$ cat src/rtl/demux_1to4.sv
// Routes one input word per cycle into one of four single-entry channel buffers; one-cycle latency in to out_valid.
// Stalls the producer via in_ready only when the target buffer is full and its consumer is not draining it.
module demux_1to4 #(
  parameter int WIDTH = 8
) (
  input  logic             clk,
  input  logic             rst_n,
  input  logic [WIDTH-1:0] in_data,
  input  logic [1:0]       in_sel,
  input  logic             in_valid,
  output logic             in_ready,
  output logic [WIDTH-1:0] y0,
  output logic [WIDTH-1:0] y1,
  output logic [WIDTH-1:0] y2,
  output logic [WIDTH-1:0] y3,
  output logic [3:0]       out_valid,
  input  logic [3:0]       out_ready,
  output logic [7:0]       count
);

  logic [3:0][WIDTH-1:0] ybuf;
  logic [3:0]            full;
  logic                  accept;

  // A full buffer can still take a word when its consumer drains it this same cycle.
  assign in_ready = !full[in_sel] || out_ready[in_sel];
  assign accept   = in_valid && in_ready;

  always_ff @(posedge clk or negedge rst_n) begin
    if (!rst_n) begin
      ybuf  <= '0;
      full  <= '0;
      count <= '0;
    end else begin
      for (int i = 0; i < 4; i++) begin
        if (accept && (in_sel == 2'(i))) begin
          ybuf[i] <= in_data;
          full[i] <= 1'b1;
        end else if (out_ready[i]) begin
          full[i] <= 1'b0;
        end
      end
      if (accept) begin
        count <= count + 8'd1;
      end
    end
  end

  assign out_valid = full;
  assign y0        = ybuf[0];
  assign y1        = ybuf[1];
  assign y2        = ybuf[2];
  assign y3        = ybuf[3];

endmodule
$ cat config.mk
export PLATFORM = sky130hd
export DESIGN_NAME = demux_1to4
export DESIGN_NICKNAME = d
export VERILOG_FILES = /design/src/rtl/demux_1to4.sv
export SDC_FILE = /design/constraint.sdc
export NUM_CORES = 1
export LEC_CHECK = 0
export BUFFER_PORTS_ARGS = -buffer_cell sky130_fd_sc_hd__buf_2
export CORE_UTILIZATION = 52
export DETAILED_ROUTE_END_ITERATION = 7
export GPL_ROUTABILITY_DRIVEN = 0
export PLACE_DENSITY = 0.87
export SLEW_MARGIN = 20
export SYNTH_ARGS = -nofsm -noshare
export SYNTH_HDL_FRONTEND = slang
export SYNTH_SLANG_ARGS = --single-unit
$ cat constraint.sdc
create_clock -name clk -period 2.6 [get_ports clk]
set_input_delay 0.13 -clock clk [delete_from_list [all_inputs] [get_ports clk]]
set_output_delay 0.13 -clock clk [all_outputs]
set_load 0.1 [all_outputs]
After elaboration in Yosys (flattened, before gate mapping)
Index checks and enable logic that the tools add are counted.
{"block": "word_totals", "register_bits": 44, "elab_cells": 38, "out_inout_bits": 45}
{"block": "classes", "n_addsub": 1, "muxes": 12, "order_cmp": 1, "reduce_logical": 12, "n_eq_ne": 3}
{"cell": "$mux 1", "count": 10}
{"cell": "$add 8x1->8 const B", "count": 1}
{"cell": "$reduce_bool 2->1", "count": 4}
{"cell": "$logic_and 1x1->1", "count": 5}
{"cell": "$bmux 1 s2", "count": 2}
{"cell": "$eq 2x2->1 const B", "count": 2}
{"cell": "$lt 2x3->1 const B", "count": 1}
{"cell": "$eq 2x1->1 const B", "count": 1}
{"cell": "$logic_not 2->1", "count": 1}
{"cell": "$logic_not 1->1", "count": 1}
{"cell": "$logic_or 1x1->1", "count": 1}

Depth between registers and ports, before layout
Gate-level depths: netlist of run 1.
{"block": "logic_depth", "ltp_word": 7, "ltp_mapped": 5, "depth_no_buf": 4}

Worst setup path after synthesis of run 1
Ideal clock, no wire load.
{"block": "synth_timing", "path_kind": "reg-to-reg", "startpoint": "register full[3] (netlist: out_valid[3])", "endpoint": "register count[1]", "period_less_slack_ps": 2505, "path_slack_ps": 95, "path_stages_with_launch": 5, "required_ps": 2472, "arrival_time_ps": 2376, "setup_time_ps": 128, "n_path_buf": 0, "path_cell_list": "dfrtp_1 nand2b_1 mux4_2 nand2_2 mux2_1"}
{"block": "synth_between", "elab_chain_cells": 5}
{"item": "from (decl)", "line": "22", "source": "logic [3:0] full;"}
{"item": "from (signal assigned)", "line": "32", "source": "full <= '0;"}
{"item": "from (signal, indexed assignment)", "line": "38", "source": "full[i] <= 1'b1;"}
{"item": "from (signal, indexed assignment)", "line": "40", "source": "full[i] <= 1'b0;"}
{"item": "$bmux 1 s2", "line": "26", "source": "assign in_ready = !full[in_sel] || out_ready[in_sel];"}
{"item": "$mux 1 (not written as such)", "line": "26"}
{"item": "$logic_not 1->1", "line": "26"}
{"item": "$logic_or 1x1->1", "line": "26"}
{"item": "named net in_ready", "line": "11", "source": "output logic in_ready,"}
{"item": "$logic_and 1x1->1", "line": "27", "source": "assign accept = in_valid && in_ready;"}
{"item": "to (signal assigned)", "line": "44", "source": "count <= count + 8'd1;"}
{"item": "to (decl)", "line": "18", "source": "output logic [7:0] count"}
The timed path passes the listed nets, and every way through them passes these cells. The select of a mux whose other input is x is not followed.
A chain may end at the register's enable or synchronous reset.

Worst setup path after layout of run 1
{"block": "layout_timing", "startpoint": "register full[0] (netlist: out_valid[0])", "endpoint": "output in_ready"}
{"block": "layout_between", "elab_chain_cells": 4}
{"item": "$bmux 1 s2", "line": "26"}
{"item": "$mux 1 (not written as such)", "line": "26"}
{"item": "$logic_not 1->1", "line": "26"}
{"item": "$logic_or 1x1->1", "line": "26"}
{"item": "to (decl)", "line": "11"}
No other way between the ends. The select of a mux whose other input is x is not followed.

==> results of run 1 <==
worst reg2reg max path, stage by stage (launching register included):
cell      delay, ns
dfrtp_1        0.40
nand2b_1       0.11
nor2b_1        0.67
mux2_2         0.42
cells in the final DEF, fill, tap and decap left out, drive strengths merged, types with 2 or more instances in the layout:
cell and count:
nand2 5, clkbuf 7, nand3 6, and3 3
dfrtp 44, xnor2 7, buf 61, mux2 33
nor3b 2, o21ai 2, nand4 2, nand2b 4
routing by layer:
metal,vias up,global-route usage [%],part of all wire (%)
met1,566,26.3,42
met4,0,10.6,1.5
met2,44,35.6,52
li1,542,-,-
met3,8,5.84,5.1
met5,-,0,0
registers in the layout, indices dropped and copies added (netlist names):
name,cells
y1,8
y3,8
count,8
out_valid,4
y0,8
y2,8
stage by stage:
step / hold slack, ns / utilization, %
floorplan: -0.166 / -
global route: 0.0271 / 69.3
CTS: 0.0414 / 69.3
global placement: 0.305 / 66.9
finish: 0.0496 / 69.3
detailed placement: 0.328 / 66.9
kinds of logic after synthesis:
| kind of cell | Yosys count | synth area share [%] |
|---|---|---|
| multiplexers | 34 | 22.5 |
| AO/OA/AOI/OAI | 2 | 0.571 |
| AND/OR/NAND/NOR | 25 | 8.71 |
| buffers and inverters | 3 | 1.21 |
| XOR/XNOR | 7 | 3.50 |
| adder cells (fa/ha/maj) | 1 | 0.714 |
| flip-flops | 44 | 62.8 |
cells in the mapped netlist:
library cell  instances
nor3b_4               1
xnor2_1               7
and3_1                3
nand3_1               6
buf_6                 1
nor3b_1               1
nor2b_1               1
ha_1                  1
nand4_1               2
dfrtp_1              44
mux4_2                1
o21ai_0               2
and2_1                1
nand2_1               4
nor2_2                1
nand2b_1              4
nand2_2               1
mux2_1                1
mux2_2               32
buf_2                 2
path summary, 6_finish.rpt:
check	slack, ns	endpoint	from
worst max-delay path	0.77	in_ready	out_valid[0]
worst min-delay path	0.05	y1[4]	in_data[4]
max in group asynchronous	1.57	y1[1]	rst_n
worst min register to register	0.48	count[7]	count[7]
worst max register to register	0.90	y3[1]	out_valid[3]
min in group asynchronous	0.46	y0[4]	rst_n
final cells by class:
type	count	area [sq um]
Tap cell	44	55.1
Timing Repair Buffer	62	315
Multi-Input combinational cell	69	631
Clock buffer	7	65.1
Sequential cell	44	1100
Fill cell	211	961
==> impl_results.md, run 1 <==
* Synth-to-Final Area Change at 23.6%
* CTS H-tree depth at 2
* Dpl cell area at 2090 sq um
* Die area at 3610 sq um
* RSZ-0062 raised after global routing: false
* CP delay by family, top: multiplexers
* Worst hold stages at 2
* Critical path buffers and inverters at 1
* Setup Viol. Count Final at 0
* DRC Markers at 0
* Wirelength per Cell at 14.9 microns
* Post-CTS setup buffers at 0
* Syn Nets at 134
* Clk slew on worst S/H paths at 0.12 ns
* Worst slack at placement at 0.915 ns
* Clock sink count at 44
* Mean Syn Cell Area at 15.1 sq um
* Initial DRC Count at 17
* Critical path arrival at 1.70 ns
* Final Cell Area at 2170 sq um
* CP startpoint kind: flip-flop
* Root buffer cell: clkbuf_4
* Min setup slack post-route at 0.766 ns
* DP HPWL at 2470 microns
* Post-CTS Hold Buffers at 1
* Worst r2r path cells at 3
* Setup TNS at 0 ns
* IO Count at 62
* Initial antenna violation count at 0
* GRT Overall Usage at 21.7%
* Placement Rows at 20
* Crit. End Element: primary output
* Clk buf depth at 2
* Final Critical Period at 1.83 ns
* Share of cells above drive strength 1 at 57.1%
* Syn. warnings at 0
* Netlist cell types at 20
* Worst-Margin Slew at 0.935 ns
* Setup CP Type: flip-flop to primary output
* Crit-path max FO at 8
* Max-slew violation count at 0
* Hold Path Class: input port to flip-flop
* FMAX at 545 MHz
* Routed Antenna Nets at 0
* Slew HR at 37.6%
* Slowest stage cell, crit path: mux4_2
* DRT Pass-1 Iters at 4
* Cell Count, Final, Fillers Out at 226
* Sequential-to-total area share from yosys stat at 62.8%
* Starting Density at 56.0%
* Die W at 60.1 microns
* Vias per inst at 5.13
* CP Cell Sequence: nand2b_1 > mux4_2 > buf_2
* Top cell type's share of synthesized area at 62.8%
* WP data required at 2.47 ns
* First-pass GRT wire length at 5420 microns
* Num CTS Buffers at 5
* CP peak stage delay at 0.57 ns
* Max cap viols at 0
* Largest net degree at the start of global routing at 45
* Worst path depth at 3
* CTS resizes at 0
* Total grt overflow at 0
* Routed WL at 3360 microns
* Clk Latency, worst-skew pair at 0.34 ns
* Vias in the first global route at 1189
* Vias at 1160
* Port Buf Inserts at 61
* Inserted Diodes at 0
* Status: finished, final reports clean
* Synth top area cells: dfrtp_1 63%, mux2_2 21%, xnor2_1 3.5%, nand3_1 1.7%, nand2b_1 1.4%
* Final worst-path cycle share at 70.5%
* Final hold vios at 0
* Core Area at 3130 sq um
* Nets at 200
* Synth area leader: dfrtp_1
* Placed insts at 218
* Die Ht at 60.1 microns
* CTS tree: built
* Syn Inst Count at 116
* Clock Skews at 0.00510 ns
* Post-synthesis register bit count at 44
* Mapped Area at 1750 sq um
Power of run 1 is not shown: default switching activity piles up to over one toggle a cycle in this logic, so the estimate is an artifact.
==> run 2: changes to the inputs <==
--- a/config.mk
+++ b/config.mk
@@ -6,10 +6,10 @@
 export NUM_CORES = 1
 export LEC_CHECK = 0
 export BUFFER_PORTS_ARGS = -buffer_cell sky130_fd_sc_hd__buf_2
-export CORE_UTILIZATION = 52
+export CORE_UTILIZATION = 44
 export DETAILED_ROUTE_END_ITERATION = 7
 export GPL_ROUTABILITY_DRIVEN = 0
-export PLACE_DENSITY = 0.87
+export PLACE_DENSITY = 0.79
 export SLEW_MARGIN = 20
 export SYNTH_ARGS = -nofsm -noshare
 export SYNTH_HDL_FRONTEND = slang
==> constraint.sdc (replaced) <==
create_clock -name clk -period 1.5 [get_ports clk]
set_input_delay 0.075 -clock clk [delete_from_list [all_inputs] [get_ports clk]]
set_output_delay 0.075 -clock clk [all_outputs]
set_load 0.1 [all_outputs]
==> run 2 against run 1 <==
The run now ends with negative setup slack left. Cell count rose by 6.6%. Register-to-register slack worse by 1.0 ns. Worst setup slack worse by 0.92 ns. Flip-flop and latch count is the same. First-iteration DRC count increased to 3.6 times the previous value. Sequential share of layout area fell by 6.0 points. Global-route usage fell by 1.4 points. Hold slack got worse by 0.0039 ns. Via count rose by 4.0%. Core utilization down 2.8 points. Critical path depth did not move. Critical endpoint unchanged. Highest routed layer unchanged.
==> impl_results.md, run 2 (same netlist as run 1, synthesis figures left out) <==
* Vias at 1206
* Final Cell Area at 2490 sq um
* Final Critical Period at 1.65 ns
* Hold Path Class: input port to flip-flop
* Crit-path max FO at 5
* Worst slack at placement at -0.108 ns
* CP startpoint kind: flip-flop
* Worst VDD drop at 1.22 mV
* Nets at 210
* Setup Viol. Count Final at 6
* GRT Overall Usage at 20.3%
* Inserted Diodes at 0
* Die W at 65.1 microns
* Clk Latency, worst-skew pair at 0.29 ns
* Commonest non-fill, non-tap cell in the layout: buf_2
* First-pass GRT wire length at 6170 microns
* Max-slew violation count at 0
* Clk slew on worst S/H paths at 0.08 ns
* Final hold vios at 0
* Fillers at 281
* Met3 usage at 5.73%
* DRC Markers at 0
* Worst Hold Endpoint: out_valid[3]
* Failing checks: negative setup slack
* Share of cells above drive strength 1 at 64.8%
* Die area at 4240 sq um
* Largest net degree at the start of global routing at 29
* WP data required at 1.42 ns
* Num CTS Buffers at 5
* Setup TNS at -0.511 ns
* FMAX at 606 MHz
* Wirelength per Cell at 16.4 microns
* Hold path startpoint: out_ready[3]
* Max cap viols at 0
* Met1 usage at 26.6%
* Clock Skews at 0.00810 ns
* Synth-to-Final Area Change at 42.0%
* Clock sink count at 44
* Worst hold stages at 3
* Worst r2r path cells at 4
* Vias per inst at 5.00
* CTS tree: built
* CTS H-tree depth at 2
* Status: finished, violations left
* Crit. End Element: primary output
* IO Count at 62
* M2 GR Usage at 31.3%
* Worst-Margin Slew at 0.510 ns
* Core Area at 3740 sq um
* Pwr/cell area at 2250 nW/um^2
* Routed WL at 3960 microns
* Root buffer cell: clkbuf_8
* Clk buf depth at 2
* Routed Antenna Nets at 0
* Vias in the first global route at 1192
* Leakage at 1.22 nW
* Worst r2r src: out_valid[3]
* Starting Density at 46.8%
* Min setup slack post-route at -0.150 ns
* Port Buf Inserts at 61
* Most frequent cells in the layout: 60 x buf_2, 40 x dfrtp_1, 17 x mux2_4
* Slew HR at 66.2%
* DRT Pass-1 Iters at 4
* Initial DRC Count at 61
* Final worst-path cycle share at 110%
* Die Ht at 65.1 microns
* Initial antenna violation count at 0
* R2R Path End: count[1]
* Total grt overflow at 0
* Placement Rows at 22
* Top Usage Layer GRT: met2
* Dpl cell area at 2310 sq um
* Power, Total at 0.00561 W
* RSZ-0062 raised after global routing: true
* DP HPWL at 2870 microns
* Setup CP Type: flip-flop to primary output
* Critical path arrival at 1.58 ns
* Setup slack, reg-to-reg at -0.12 ns
-- run 2: how the worst max path moves through the flow --
stage | from | to | slack, ns | depth (start not counted)
after global placement | out_valid[3] | count[1] | -0.05 | 4
after detailed placement | out_valid[3] | count[1] | -0.11 | 4
final | out_valid[3] | in_ready | -0.15 | 3
after floorplan | out_valid[3] | count[1] | -0.61 | 4
after global routing | out_valid[3] | in_ready | -0.20 | 3
after CTS | out_valid[3] | in_ready | -0.16 | 3
-- run 2: timing repair --
action	in CTS	in global routing
resized for setup	5	3
endpoints found under the hold margin	16	0
setup endpoints to repair	3	12
setup buffers	2	0
hold buffers	1	0
pin swaps	0	2
-- run 2: area by class of cell --
cell class              instances  area, sq um  share of cell area (%)
well taps                      48         60.1                    2.41
clock inverters                 2         38.8                    1.56
clock buffers                   6         82.6                    3.32
multi-input cells              69          742                    29.8
flip-flops and latches         44         1120                    44.8
repair buffers                 72          450                    18.1
-- run 2: power breakdown --
group | internal, W | switching [W] | leakage [nW]
Sequential | 0.00147 | 0.000198 | 0.525
Combinational | 0.000571 | 0.00243 | 0.632
Clock | 0.000544 | 0.000398 | 0.0614
Total | 0.00258 | 0.00302 | 1.22
-- run 2: metal layers --
metal	vias to the layer above	routed length (microns)
met3	8	222
met4	0	78
met2	50	1960
li1	556	-
met5	-	0
met1	592	1700
-- run 2: critical path, stage by stage (launching register included) --
cell and delay [ns]:
dfrtp_4 0.43, nand2b_4 0.06, mux4_2 0.58, buf_12 0.21
-- run 2: stage by stage --
stage | hold WS (ns) | std cells | util, %
finish | 0.0457 | 241 | 66.5
global route | 0.0323 | 241 | 66.5
CTS | 0.0403 | 241 | 66.1
detailed placement | 0.0242 | 230 | 61.6
global placement | 0.00769 | 230 | 61.6
floorplan | -0.221 | 116 | -
Note: power is estimated with default switching activity, not from simulation.
